==> config.mk <==
export PLATFORM = sky130hd
export DESIGN_NAME = axi_stream_packet_arbiter_flat
export DESIGN_NICKNAME = d
export VERILOG_FILES = /design/src/rtl/axi_stream_packet_arbiter_if.sv /design/src/rtl/axi_stream_packet_arbiter.sv /design/src/flat_wrapper.sv
export SDC_FILE = /design/constraint.sdc
export NUM_CORES = 1
export LEC_CHECK = 0
export CAP_MARGIN = 20
export CORE_MARGIN = 4
export CORE_UTILIZATION = 30
export DETAILED_ROUTE_END_ITERATION = 10
export PLACE_DENSITY = 0.68
export SLEW_MARGIN = 20
export SYNTH_ARGS = -nofsm -noshare
export SYNTH_HDL_FRONTEND = slang
export SYNTH_SLANG_ARGS = --single-unit
export TNS_END_PERCENT = 1
==> constraint.sdc <==
create_clock -name m_axis_clk -period 2.34 [get_ports m_axis_clk]
set_input_delay 0.468 -clock m_axis_clk [delete_from_list [all_inputs] [get_ports m_axis_clk]]
set_output_delay 0.468 -clock m_axis_clk [all_outputs]
set_load 0.05 [all_outputs]
==> src/rtl/axi_stream_packet_arbiter_if.sv <==
// Stream bundle between NB_SRC AXI-Stream sources and the single shared output.
// Ports: s_axis_* per-source request side (packed vectors, source i in lane i), m_axis_* shared output side.
// master modport: the arbiter's view (drives m_axis_* and s_axis_tready); slave modport: the environment's view.
interface axi_stream_packet_arbiter_if #(
   parameter int NB_SRC = 4,
   parameter int WIDTH  = 32
);
   localparam int ID_W = $clog2(NB_SRC);

   logic [NB_SRC-1:0]       s_axis_tvalid;
   logic [NB_SRC-1:0]       s_axis_tready;
   logic [NB_SRC*WIDTH-1:0] s_axis_tdata;
   logic [NB_SRC-1:0]       s_axis_tlast;

   logic                    m_axis_tvalid;
   logic                    m_axis_tready;
   logic [WIDTH-1:0]        m_axis_tdata;
   logic [WIDTH/8-1:0]      m_axis_tstrb;
   logic                    m_axis_tlast;
   logic [ID_W-1:0]         m_axis_tid;

   modport master (
      input  s_axis_tvalid, s_axis_tdata, s_axis_tlast, m_axis_tready,
      output s_axis_tready, m_axis_tvalid, m_axis_tdata, m_axis_tstrb, m_axis_tlast, m_axis_tid
   );

   modport slave (
      output s_axis_tvalid, s_axis_tdata, s_axis_tlast, m_axis_tready,
      input  s_axis_tready, m_axis_tvalid, m_axis_tdata, m_axis_tstrb, m_axis_tlast, m_axis_tid
   );
endinterface

==> src/rtl/axi_stream_packet_arbiter.sv <==
// Purpose: packet-granular round-robin arbiter sharing one AXI-Stream output among NB_SRC sources.
// Latency: 1 IDLE arbitration cycle per packet, then 1 registered beat/cycle; one bubble between packets.
// Backpressure: granted source sees tready = output slot free; all m_axis_* held while tvalid & !tready.
// Ports: m_axis_clk, rst_n (async, active-low), axis (master modport of the stream bundle),
//        busy (high while streaming a packet), grant_id (current or last granted source).
module axi_stream_packet_arbiter #(
   parameter int NB_SRC = 4,
   parameter int WIDTH  = 32
) (
   input  logic                      m_axis_clk,
   input  logic                      rst_n,
   axi_stream_packet_arbiter_if.master axis,
   output logic                      busy,
   output logic [$clog2(NB_SRC)-1:0] grant_id
);
   localparam int ID_W  = $clog2(NB_SRC);
   localparam int SUM_W = ID_W + 1;
   localparam logic [ID_W-1:0]  LAST_ID = ID_W'(NB_SRC - 1);
   localparam logic [ID_W-1:0]  ONE_ID  = ID_W'(1);
   localparam logic [SUM_W-1:0] NB_SUM  = SUM_W'(NB_SRC);

   typedef enum logic {IDLE = 1'b0, STREAM = 1'b1} state_t;

   state_t           state, state_nxt;
   logic [ID_W-1:0]  rr_ptr, rr_ptr_nxt, grant_nxt;
   logic [ID_W-1:0]  pick_id;
   logic             pick_vld;
   logic [SUM_W-1:0] scan_idx;
   logic             slot_free;
   logic             beat_acc;
   logic             grant_vld;
   logic             grant_last;
   logic [WIDTH-1:0] grant_dat;

   assign slot_free  = ~axis.m_axis_tvalid | axis.m_axis_tready;
   assign grant_vld  = axis.s_axis_tvalid[grant_id];
   assign grant_last = axis.s_axis_tlast[grant_id];
   assign grant_dat  = axis.s_axis_tdata[grant_id*WIDTH +: WIDTH];
   // Same condition that raises s_axis_tready[grant_id], so this is exactly the source handshake.
   assign beat_acc   = busy & slot_free & grant_vld;

   assign axis.m_axis_tstrb = '1;

   // Scan requesters starting at rr_ptr; the index is formed one bit wider and folded back
   // so non-power-of-two NB_SRC wraps correctly.
   always_comb begin
      pick_id  = '0;
      pick_vld = 1'b0;
      scan_idx = '0;
      for (int k = 0; k < NB_SRC; k++) begin
         scan_idx = {1'b0, rr_ptr} + SUM_W'(k);
         if (scan_idx >= NB_SUM) begin
            scan_idx = scan_idx - NB_SUM;
         end
         if (!pick_vld && axis.s_axis_tvalid[scan_idx[ID_W-1:0]]) begin
            pick_vld = 1'b1;
            pick_id  = scan_idx[ID_W-1:0];
         end
      end
   end

   // State register, including the grant and round-robin pointer that move with it.
   always_ff @(posedge m_axis_clk or negedge rst_n) begin
      if (!rst_n) begin
         state    <= IDLE;
         grant_id <= '0;
         rr_ptr   <= '0;
      end else begin
         state    <= state_nxt;
         grant_id <= grant_nxt;
         rr_ptr   <= rr_ptr_nxt;
      end
   end

   // Next-state logic. The grant is held until the tlast beat is taken, however long the
   // granted source stalls; there is no timeout or preemption.
   always_comb begin
      state_nxt  = state;
      grant_nxt  = grant_id;
      rr_ptr_nxt = rr_ptr;
      case (state)
         IDLE: begin
            if (pick_vld) begin
               state_nxt = STREAM;
               grant_nxt = pick_id;
            end
         end
         STREAM: begin
            if (beat_acc && grant_last) begin
               state_nxt  = IDLE;
               rr_ptr_nxt = (grant_id == LAST_ID) ? '0 : grant_id + ONE_ID;
            end
         end
         default: state_nxt = IDLE;
      endcase
   end

   // Output logic: only the granted lane can see ready, and only while the output slot is free.
   always_comb begin
      busy               = (state == STREAM);
      axis.s_axis_tready = '0;
      if (state == STREAM) begin
         axis.s_axis_tready[grant_id] = slot_free;
      end
   end

   // Single output register; keeps draining in IDLE, holds everything while stalled.
   always_ff @(posedge m_axis_clk or negedge rst_n) begin
      if (!rst_n) begin
         axis.m_axis_tvalid <= 1'b0;
         axis.m_axis_tdata  <= '0;
         axis.m_axis_tlast  <= 1'b0;
         axis.m_axis_tid    <= '0;
      end else if (beat_acc) begin
         axis.m_axis_tvalid <= 1'b1;
         axis.m_axis_tdata  <= grant_dat;
         axis.m_axis_tlast  <= grant_last;
         axis.m_axis_tid    <= grant_id;
      end else if (axis.m_axis_tready) begin
         axis.m_axis_tvalid <= 1'b0;
      end
   end
endmodule

==> src/flat_wrapper.sv <==
// flat-port wrapper written by rule: the top's interface ports become plain ports
module axi_stream_packet_arbiter_flat 
#(
   parameter int NB_SRC = 4,
   parameter int WIDTH  = 32
)
  (m_axis_clk, rst_n, busy, grant_id, axis_s_axis_tvalid, axis_s_axis_tdata, axis_s_axis_tlast, axis_m_axis_tready, axis_s_axis_tready, axis_m_axis_tvalid, axis_m_axis_tdata, axis_m_axis_tstrb, axis_m_axis_tlast, axis_m_axis_tid);
  axi_stream_packet_arbiter_if #(.NB_SRC(NB_SRC), .WIDTH(WIDTH)) axis_i ();
  input  logic m_axis_clk;
  input  logic rst_n;
  output logic busy;
  output logic [$clog2(NB_SRC)-1:0] grant_id;
  input wire logic [$bits(axis_i.s_axis_tvalid)-1:0] axis_s_axis_tvalid;
  input wire logic [$bits(axis_i.s_axis_tdata)-1:0] axis_s_axis_tdata;
  input wire logic [$bits(axis_i.s_axis_tlast)-1:0] axis_s_axis_tlast;
  input wire logic [$bits(axis_i.m_axis_tready)-1:0] axis_m_axis_tready;
  output wire logic [$bits(axis_i.s_axis_tready)-1:0] axis_s_axis_tready;
  output wire logic [$bits(axis_i.m_axis_tvalid)-1:0] axis_m_axis_tvalid;
  output wire logic [$bits(axis_i.m_axis_tdata)-1:0] axis_m_axis_tdata;
  output wire logic [$bits(axis_i.m_axis_tstrb)-1:0] axis_m_axis_tstrb;
  output wire logic [$bits(axis_i.m_axis_tlast)-1:0] axis_m_axis_tlast;
  output wire logic [$bits(axis_i.m_axis_tid)-1:0] axis_m_axis_tid;
  assign axis_i.s_axis_tvalid = axis_s_axis_tvalid;
  assign axis_i.s_axis_tdata = axis_s_axis_tdata;
  assign axis_i.s_axis_tlast = axis_s_axis_tlast;
  assign axis_i.m_axis_tready = axis_m_axis_tready;
  assign axis_s_axis_tready = axis_i.s_axis_tready;
  assign axis_m_axis_tvalid = axis_i.m_axis_tvalid;
  assign axis_m_axis_tdata = axis_i.m_axis_tdata;
  assign axis_m_axis_tstrb = axis_i.m_axis_tstrb;
  assign axis_m_axis_tlast = axis_i.m_axis_tlast;
  assign axis_m_axis_tid = axis_i.m_axis_tid;
  axi_stream_packet_arbiter #(.NB_SRC(NB_SRC), .WIDTH(WIDTH)) u_core (.m_axis_clk(m_axis_clk), .rst_n(rst_n), .axis(axis_i), .busy(busy), .grant_id(grant_id));
endmodule
==> results.md, run 1 <==
- The flow ran to the end, and the final reports show no timing, DRC or antenna violations.
- For this run, the detailed router's first-pass iteration total came to 4.
- The final core utilization is 55.2%.
- The sequential fraction of design power is 20.5%.
- Cells with a size suffix above 1 make up 27.1% of the layout.
- In this run the worst setup path begins at axis_m_axis_tready.
- The analysis attributes to net switching a power of 2.91 mW.
- From bottom edge to top edge, the die measures 103 µm.
- The number of setup buffers added after CTS is 0.
- By area the synthesized netlist is led by dfrtp_1 (38%), mux4_2 (27%), mux2_4 (14%).
- The core region is 8760 µm².
- On the final layout, the worst hold slack is 0.300 ns.
- The area added between synthesis and finish is 78.4%.
- Internal power comes to 3.68 mW.
- The horizontal die dimension is 103 µm.
- After the first detailed-routing iteration, the DRC count stood at 38.
- The number of different library cells used by synthesis comes to 32.
- The critical path crosses 4 cells after its start point.
- The total number of placement rows is 34.
- The signal on the critical path passes through clkdlybuf4s50_1 > nand2b_1 > and3_1 > buf_12.
- The post-cts hold buffer count is 0.
- The worst reg2reg path depth is 4.
- The maximum net fanout on the critical path is 9.
- Dividing the detail-routed via count by the number of cells gives 4.90.
- Summing over every cut layer, the via total after detailed routing is 2304.
- The final layout contains routed wiring with a total length of 8290 µm.
- The die outline area is 10600 µm².
- The post-synth design cell area is 2710 µm².
- For the finished layout, the period the worst path requires is 2.14 ns.
- The total power divided by cell area is 1360 nW/µm².
- At the worst endpoint, the arrival time is 1.67 ns.
- The switching share of power is 44.1%.
- Counting the buffers created by CTS gives 5.
- The cell type with the largest total area after synthesis is dfrtp_1.
- The startpoint-to-endpoint class of the critical path is input pin to output pin.
- The half-perimeter wire length after detailed placement is 6870 µm.
- For this design, the sink count on the clock tree is 41.
- The global router's overall resource usage is 15.0%.
- 186 I/O pins were placed.
- After synthesis, the largest area contributor takes up 37.8% of total cell area.
- The number of enable flip-flop cells after synthesis is 0.
- The number of flip-flops and latches in the synthesized netlist is 41.
- The reported leakage power is 1.97 nW.
- The worst setup path is launched from an input pin.
- For this configuration, the core starts out at a cell density of 31.0%.
- The aggregate negative setup slack is 0 ns.
- The clock tree synthesis step divided the H-tree into 2 levels.
- The average instance in the mapped netlist occupies 15.6 µm².
- The final weighted congestion of routability-driven global placement is 0.742.
- The clock arrives with 0.0102 ns of skew.
- The total overflow left after global routing is 0.
- The root buffer cell is clkbuf_8.
- The most frequently used flop master after synthesis is dfrtp_1.
- Setup violations remaining at the end of the flow were counted as 0.
- Setup slack closes at 0.199 ns.
- The largest incremental delay on the critical path is 0.45 ns.
- The sequential share of the synthesized area is 37.8%.
- The register-to-register setup slack is 0.56 ns.
- The wire length of the first global-routing pass is 12300 µm.
- The relative slew slack is 38.7%.
- The worst register-to-register path ends at u_core.axis.m_axis_tdata[21].
- The number of failing hold endpoints at the final stage was 0.
- The portion of total power attributed to the clock network is 9.0%.
- After detailed routing, the average wire length per cell comes to 17.6 µm.
- The final critical path takes up 91.5% of the cycle.
- The source of the worst register-to-register timing path is u_core.grant_id[0].
- Setup repair after global routing left no endpoint under its margin.
- The final count of pins violating max slew came to 0.
- The largest net degree at the start of global routing is 42.
- The count of buffers added on input and output ports is 181.
- In the post-synthesis netlist, the cell with the most instances is dfrtp_1.
- The share of total power in combinational logic is 70.5%.
- The reported max-cap violation count is 0.
- The number of global-route vias before repair is 2462.
- For this run, asynchronously set or reset flops after synthesis account for 100%.
- The master of the slowest instance on the critical path is clkdlybuf4s50_1.
- Clock-pin slew was measured on the worst setup and hold paths at 0.08 ns.
- The final layout net count is 504.
- The later-pin clock latency in the skew report is 0.29 ns.
- The worst setup path is captured at an output pin.
- The number of buffers and inverters on the critical path is 2.
- Derived from the worst setup path, the maximum achievable clock frequency is 0.467 GHz.
- Data on the critical path is required at its endpoint by 1.87 ns.
- The post-route antenna net violation count is 0.
- The tightest min-delay check is of the input pin to async pin type.
- The synthesis warning total is 0.
- The pre-CTS setup slack is 0.0992 ns.
- In the routed design, unresolved DRC markers number 0.
- The initial antenna violation count is 0.
- No sink is reached through more buffers than the 2 on the longest clock path.
- The repair_antennas step left the layout with diodes totalling 0.
- The capture point of the critical path is axis_s_axis_tready[0].
- The peak supply drop is 0.530 mV.
- The pin slew with the least headroom to its limit is 0.919 ns.
- In this run, post-CTS repair resized a total of 0 instances.
- Counting instances in the post-synthesis netlist gives the leading cell types as dfrtp_1 (41), mux4_2 (33), mux2_4 (26).
- Among cell families on the critical path, the largest total delay comes from simple AND/OR/NAND/NOR gates.
- In the synthesized netlist, the number of instances is 174.
- TritonCTS built the clock tree.
==> power by group through the flow <==
| stage | combinational (mW) | sequential [mW] | clock (mW) |
|---|---|---|---|
| 2_1_floorplan | 2.05 | 2.50 | 0 |
| 3_3_place_gp | 4.65 | 1.35 | 0 |
| 3_5_place_dp | 4.71 | 1.36 | 0 |
| 4_1_cts | 4.72 | 1.36 | 0.611 |
| 5_1_grt | 4.90 | 1.41 | 0.642 |
| 6_report | 4.65 | 1.35 | 0.592 |
==> area by class of cell <==
| class | count | area, µm² |
|---|---|---|
| clock inverter | 2 | 37.5 |
| sequential | 41 | 1030 |
| tap | 108 | 135 |
| multi-input combinational | 117 | 1570 |
| clock buffer | 6 | 82.6 |
| timing repair buffer | 194 | 1980 |
| fill | 747 | 3920 |
| inverter | 2 | 7.51 |
==> routing by layer <==
layer  GRT usage (%)  share of wire (%)  up-vias  routed length, µm
li1                -                  -     1054                  -
met1            17.2                 36     1129               2950
met2            27.6                 53      114               4360
met3            3.65                 11        7                900
met4            3.88               0.99        0                 82
met5               0                  0        -                  0
==> through the flow <==
stage | power [mW] | std cells | instance area (µm²)
floorplan | 4.55 | 177 | 2720
global placement | 6.00 | 462 | 4720
detailed placement | 6.08 | 462 | 4720
CTS | 6.69 | 470 | 4840
global route | 6.95 | 470 | 4840
finish | 6.59 | 470 | 4840
==> cell families (layout without fill, tap and decap cells) <==
| group | count (synthesis) | in the layout | share of synthesized area [%] |
|---|---|---|---|
| muxes | 70 | 70 | 46.8 |
| DFF | 41 | 41 | 37.8 |
| and+or+nand+nor | 25 | 25 | 5.26 |
| buffers and inverters | 19 | 204 | 4.66 |
| AOI/OAI and AO/OA | 14 | 14 | 3.46 |
| adders and majority gates | 4 | 4 | 1.85 |
| other | 1 | 4 | 0.138 |
==> cell usage in the layout, fill, tap and decap left out, drive strengths merged, types with 2 or more instances in the layout <==
cell | netlist | layout
clkdlybuf4s50 | 0 | 174
dfrtp | 41 | 41
mux4 | 34 | 34
mux2 | 34 | 34
buf | 13 | 20
nand2 | 8 | 8
clkbuf | 4 | 6
nand2b | 4 | 4
and3 | 4 | 4
o21ai | 4 | 4
ha | 4 | 4
conb | 1 | 4
nor2 | 3 | 3
inv | 2 | 2
o21a | 2 | 2
mux2i | 2 | 2
nor2b | 2 | 2
a21oi | 2 | 2
==> registers in the layout, summed over array words and instances, names as in the netlist <==
register	count
u_core.axis.m_axis_tvalid	1
u_core.axis.m_axis_tdata	32
u_core.rr_ptr	2
u_core.axis.m_axis_tid	2
u_core.axis.m_axis_tlast	1
u_core.grant_id	2
u_core.busy	1
==> worst min-delay path by stage <==
stage                                        end  slack (ns)                       from
detailed placement     u_core.axis.m_axis_tid[0]        0.47  u_core.axis.m_axis_tid[0]
finish              u_core.axis.m_axis_tdata[27]        0.30                      rst_n
floorplan            u_core.axis.m_axis_tdata[0]        0.17                      rst_n
CTS                 u_core.axis.m_axis_tdata[27]        0.33                      rst_n
global route        u_core.axis.m_axis_tdata[27]        0.37                      rst_n
global placement        u_core.axis.m_axis_tlast        0.46   u_core.axis.m_axis_tlast
==> worst register-to-register path: stages, from the launching register on <==
cell and delay, ns:
dfrtp_2 0.39, buf_4 0.21, buf_4 0.27, mux4_2 0.55, mux2_4 0.28
Note: power is estimated with default switching activity, not from simulation.
==> run 2: changes to the inputs <==
- SKIP_LAST_GASP: default -> 1
==> results of run 2 <==
The final DEF is identical to that of run 1; final timing and power are the same.
==> run 3: changes to the inputs <==
- GPL_TIMING_DRIVEN: default -> 0
==> results.md, run 3 (same netlist as run 1, synthesis figures left out) <==
- The flow ran to the end, and the final reports show no timing, DRC or antenna violations.
- The total power divided by cell area is 1320 nW/µm².
- The worst setup margin is 0.104 ns.
- The non-filler instance count after layout is 470.
- Setup violations remaining at the end of the flow were counted as 0.
- The kind of launch point of the worst setup path is a flip-flop.
- From synthesis to final layout, the design area changed by 75.9%.
- The peak supply drop is 0.605 mV.
- The number of design rule violations left after detail routing is 0.
- Clock-pin slew was measured on the worst setup and hold paths at 0.07 ns.
- The clock tree synthesis step divided the H-tree into 2 levels.
- Together, buffers and inverters on the worst path number 3.
- The tightest min-delay check is of the input pin to async pin type.
- The dominant delay contributor by cell family on the critical path is buffers and inverters.
- The library cell used most frequently in the layout, excluding fill and tap cells, is clkdlybuf4s50_1.
- The half-perimeter wire length after detailed placement is 7100 µm.
- The number of buffers inserted by post-CTS setup repair is 0.
- At the worst endpoint, the arrival time is 1.77 ns.
- OpenSTA, run right after detailed placement, puts the worst setup slack at -0.634 ns.
- The number of cells in the design after placement is 467.
- Clock tree synthesis inserted a total of 5 buffers.
- The first TritonRoute pass finished after 4 iterations.
- The routed length on met2 is 4490 µm.
- Headroom to the max-slew limit came out at 57.5%.
- The number of failing hold endpoints at the final stage is 0.
- In the layout the commonest cells are clkdlybuf4s50_1 (176), dfrtp_1 (40), mux4_2 (33).
- Once detail routing completed, the nets flagged for antenna violations numbered 0.
- Gates resized during post-CTS repair numbered 18.
- The pin slew with the least headroom to its limit is 0.637 ns.
- STA classifies the critical path endpoint as an output pin.
- In the final timing run, aggregate negative setup slack is 0 ns.
- The later-pin clock latency in the skew report is 0.28 ns.
- After the first detailed-routing iteration, the DRC count stood at 52.
- The flip-flop count of the largest register, all copies and words added is 32.
- The vertical extent of the die is 103 µm.
- The final layout contains routed wiring with a total length of 8450 µm.
- The source of the worst register-to-register timing path is u_core.grant_id[1].
- For this run, the total global-route usage over all layers was measured as 15.4%.
- The clock period minus worst slack is 2.24 ns.
- The worst reg2reg path depth is 4.
- The highest metal layer with signal wires is met4.
- The tree is rooted in a clkbuf_8.
- Buffers inserted to repair hold after CTS numbered 0.
- The met3 wire length is 968 µm.
- Across the run, the number of max-cap violations was 0.
- The final route contains 2291 vias.
- In this run the critical register-to-register path is captured at u_core.axis.m_axis_tdata[17].
- For the final database, setup skew stands at 0.00335 ns.
- The routed via count divided by cell count is 4.87.
- The final core utilization is 54.5%.
- The final count of pins violating max slew came to 0.
- Among all stages on the critical path, the largest delay is contributed by dfrtp_2.
- Setup repair after global routing left no endpoint under its margin.
- The CTS sink count is 41.
- The final weighted congestion of routability-driven global placement is 0.712.
- The startpoint-to-endpoint class of the critical path is flip-flop to output pin.
- The repair_antennas step left the layout with diodes totalling 0.
- The ratio of cells with drive above 1 in the final layout is 25.7%.
- The portion of the clock cycle consumed by the worst path in the final layout is 95.5%.
- Traced cell by cell, the critical path runs through buf_12 > inv_1 > ha_1 > and3_1 > clkdlybuf4s15_2.
- The die outline area is 10600 µm².
- The wire length on met1 is 2950 µm.
- In the final routed layout, each cell accounts on average for 18.0 µm.
- The final layout net count is 506.
- TritonCTS built the clock tree.
- The number of global-route vias before repair was 2444.
- The total number of placement rows is 34.
- The highest clock frequency the design can meet is 0.447 GHz.
- The setup check on the worst reg-to-reg path leaves a slack of 0.33 ns.
- After global routing the overflow that remains totals 0.
- The largest net degree at the start of global routing is 24.
- The total non-filler cell area in the finished layout is 4770 µm².
- The post-place instance area is 4690 µm².
- The analysis attributes to cell leakage a power of 1.93 nW.
- After filler insertion, the fill cell instance count of the layout stands at 754.
- The clock tree buffer depth is 2.
- The starting density of the core is 31.0%.
- The register bank with the most flops is u_core.axis.m_axis_tdata.
- The number of ports placed on the die boundary is 186.
- The initial antenna violation count is 0.
- The largest single stage delay on the critical path is 0.48 ns.
- The horizontal die dimension is 103 µm.
- The launching instance or port of the critical path is u_core.grant_id[0].
- The maximum net fanout on the critical path is 19.
- The floorplan step defined a core boundary enclosing 8760 µm².
- The quantity of I/O buffers inserted on ports is 181.
- The data required time at the worst endpoint is 1.87 ns.
- The wire length of the first global-routing pass is 12400 µm.
-- run 3: changes by cell type in the layout (fill, tap and decap cells not counted), moves of 2 or more --
cell             before  now
buf_12                7    1
buf_4                12    6
buf_6                 0    4
clkbuf_1              0    3
clkdlybuf4s15_2       0    3
clkdlybuf4s50_1     174  176
-- run 3: how the worst max path moves through the flow --
stage | endpoint | slack [ns] | cells past startpoint
2_1_floorplan | axis_s_axis_tready[1] | 0.001 | 5
3_3_place_gp | axis_s_axis_tready[1] | -0.63 | 6
3_5_place_dp | axis_s_axis_tready[1] | -0.63 | 6
4_1_cts | axis_s_axis_tready[0] | -0.08 | 6
5_1_grt | axis_s_axis_tready[2] | 0.01 | 5
6_report | axis_s_axis_tready[2] | 0.10 | 5
-- run 3: per-layer routing --
layer / global-route usage (%) / up-vias
met5: 0 / -
met4: 3.98 / 0
met3: 4.94 / 2
met2: 28.5 / 111
met1: 16.9 / 1117
li1: - / 1061
-- run 3: cell type report --
| class | instances | area (µm²) | area share (%) |
|---|---|---|---|
| plain buffers | 14 | 121 | 2.54 |
| multi-input cells | 117 | 1570 | 33.0 |
| inverters | 2 | 7.51 | 0.157 |
| clock inverters | 1 | 5.00 | 0.105 |
| well taps | 108 | 135 | 2.83 |
| clock buffers | 5 | 68.8 | 1.44 |
| flip-flops and latches | 41 | 1030 | 21.5 |
| repair buffers | 182 | 1830 | 38.4 |
-- run 3: worst register-to-register path, cell delays in order (launching register included) --
cell and delay [ns]:
dfrtp_1 0.42, buf_6 0.24, clkbuf_1 0.53, mux4_2 0.41, mux2_4 0.28
-- run 3: per-stage QoR --
step                total power [mW]  hold WS, ns
floorplan                       4.55        0.172
detailed placement              5.98        0.477
global placement                5.90        0.462
finish                          6.32        0.166
global route                    6.68        0.191
CTS                             6.42        0.182
-- run 3: where the power goes --
| group | switching (mW) | leakage (nW) | internal [mW] |
|---|---|---|---|
| clock network | 0.230 | 0.0399 | 0.196 |
| logic | 2.41 | 1.41 | 2.15 |
| registers | 0.247 | 0.482 | 1.09 |
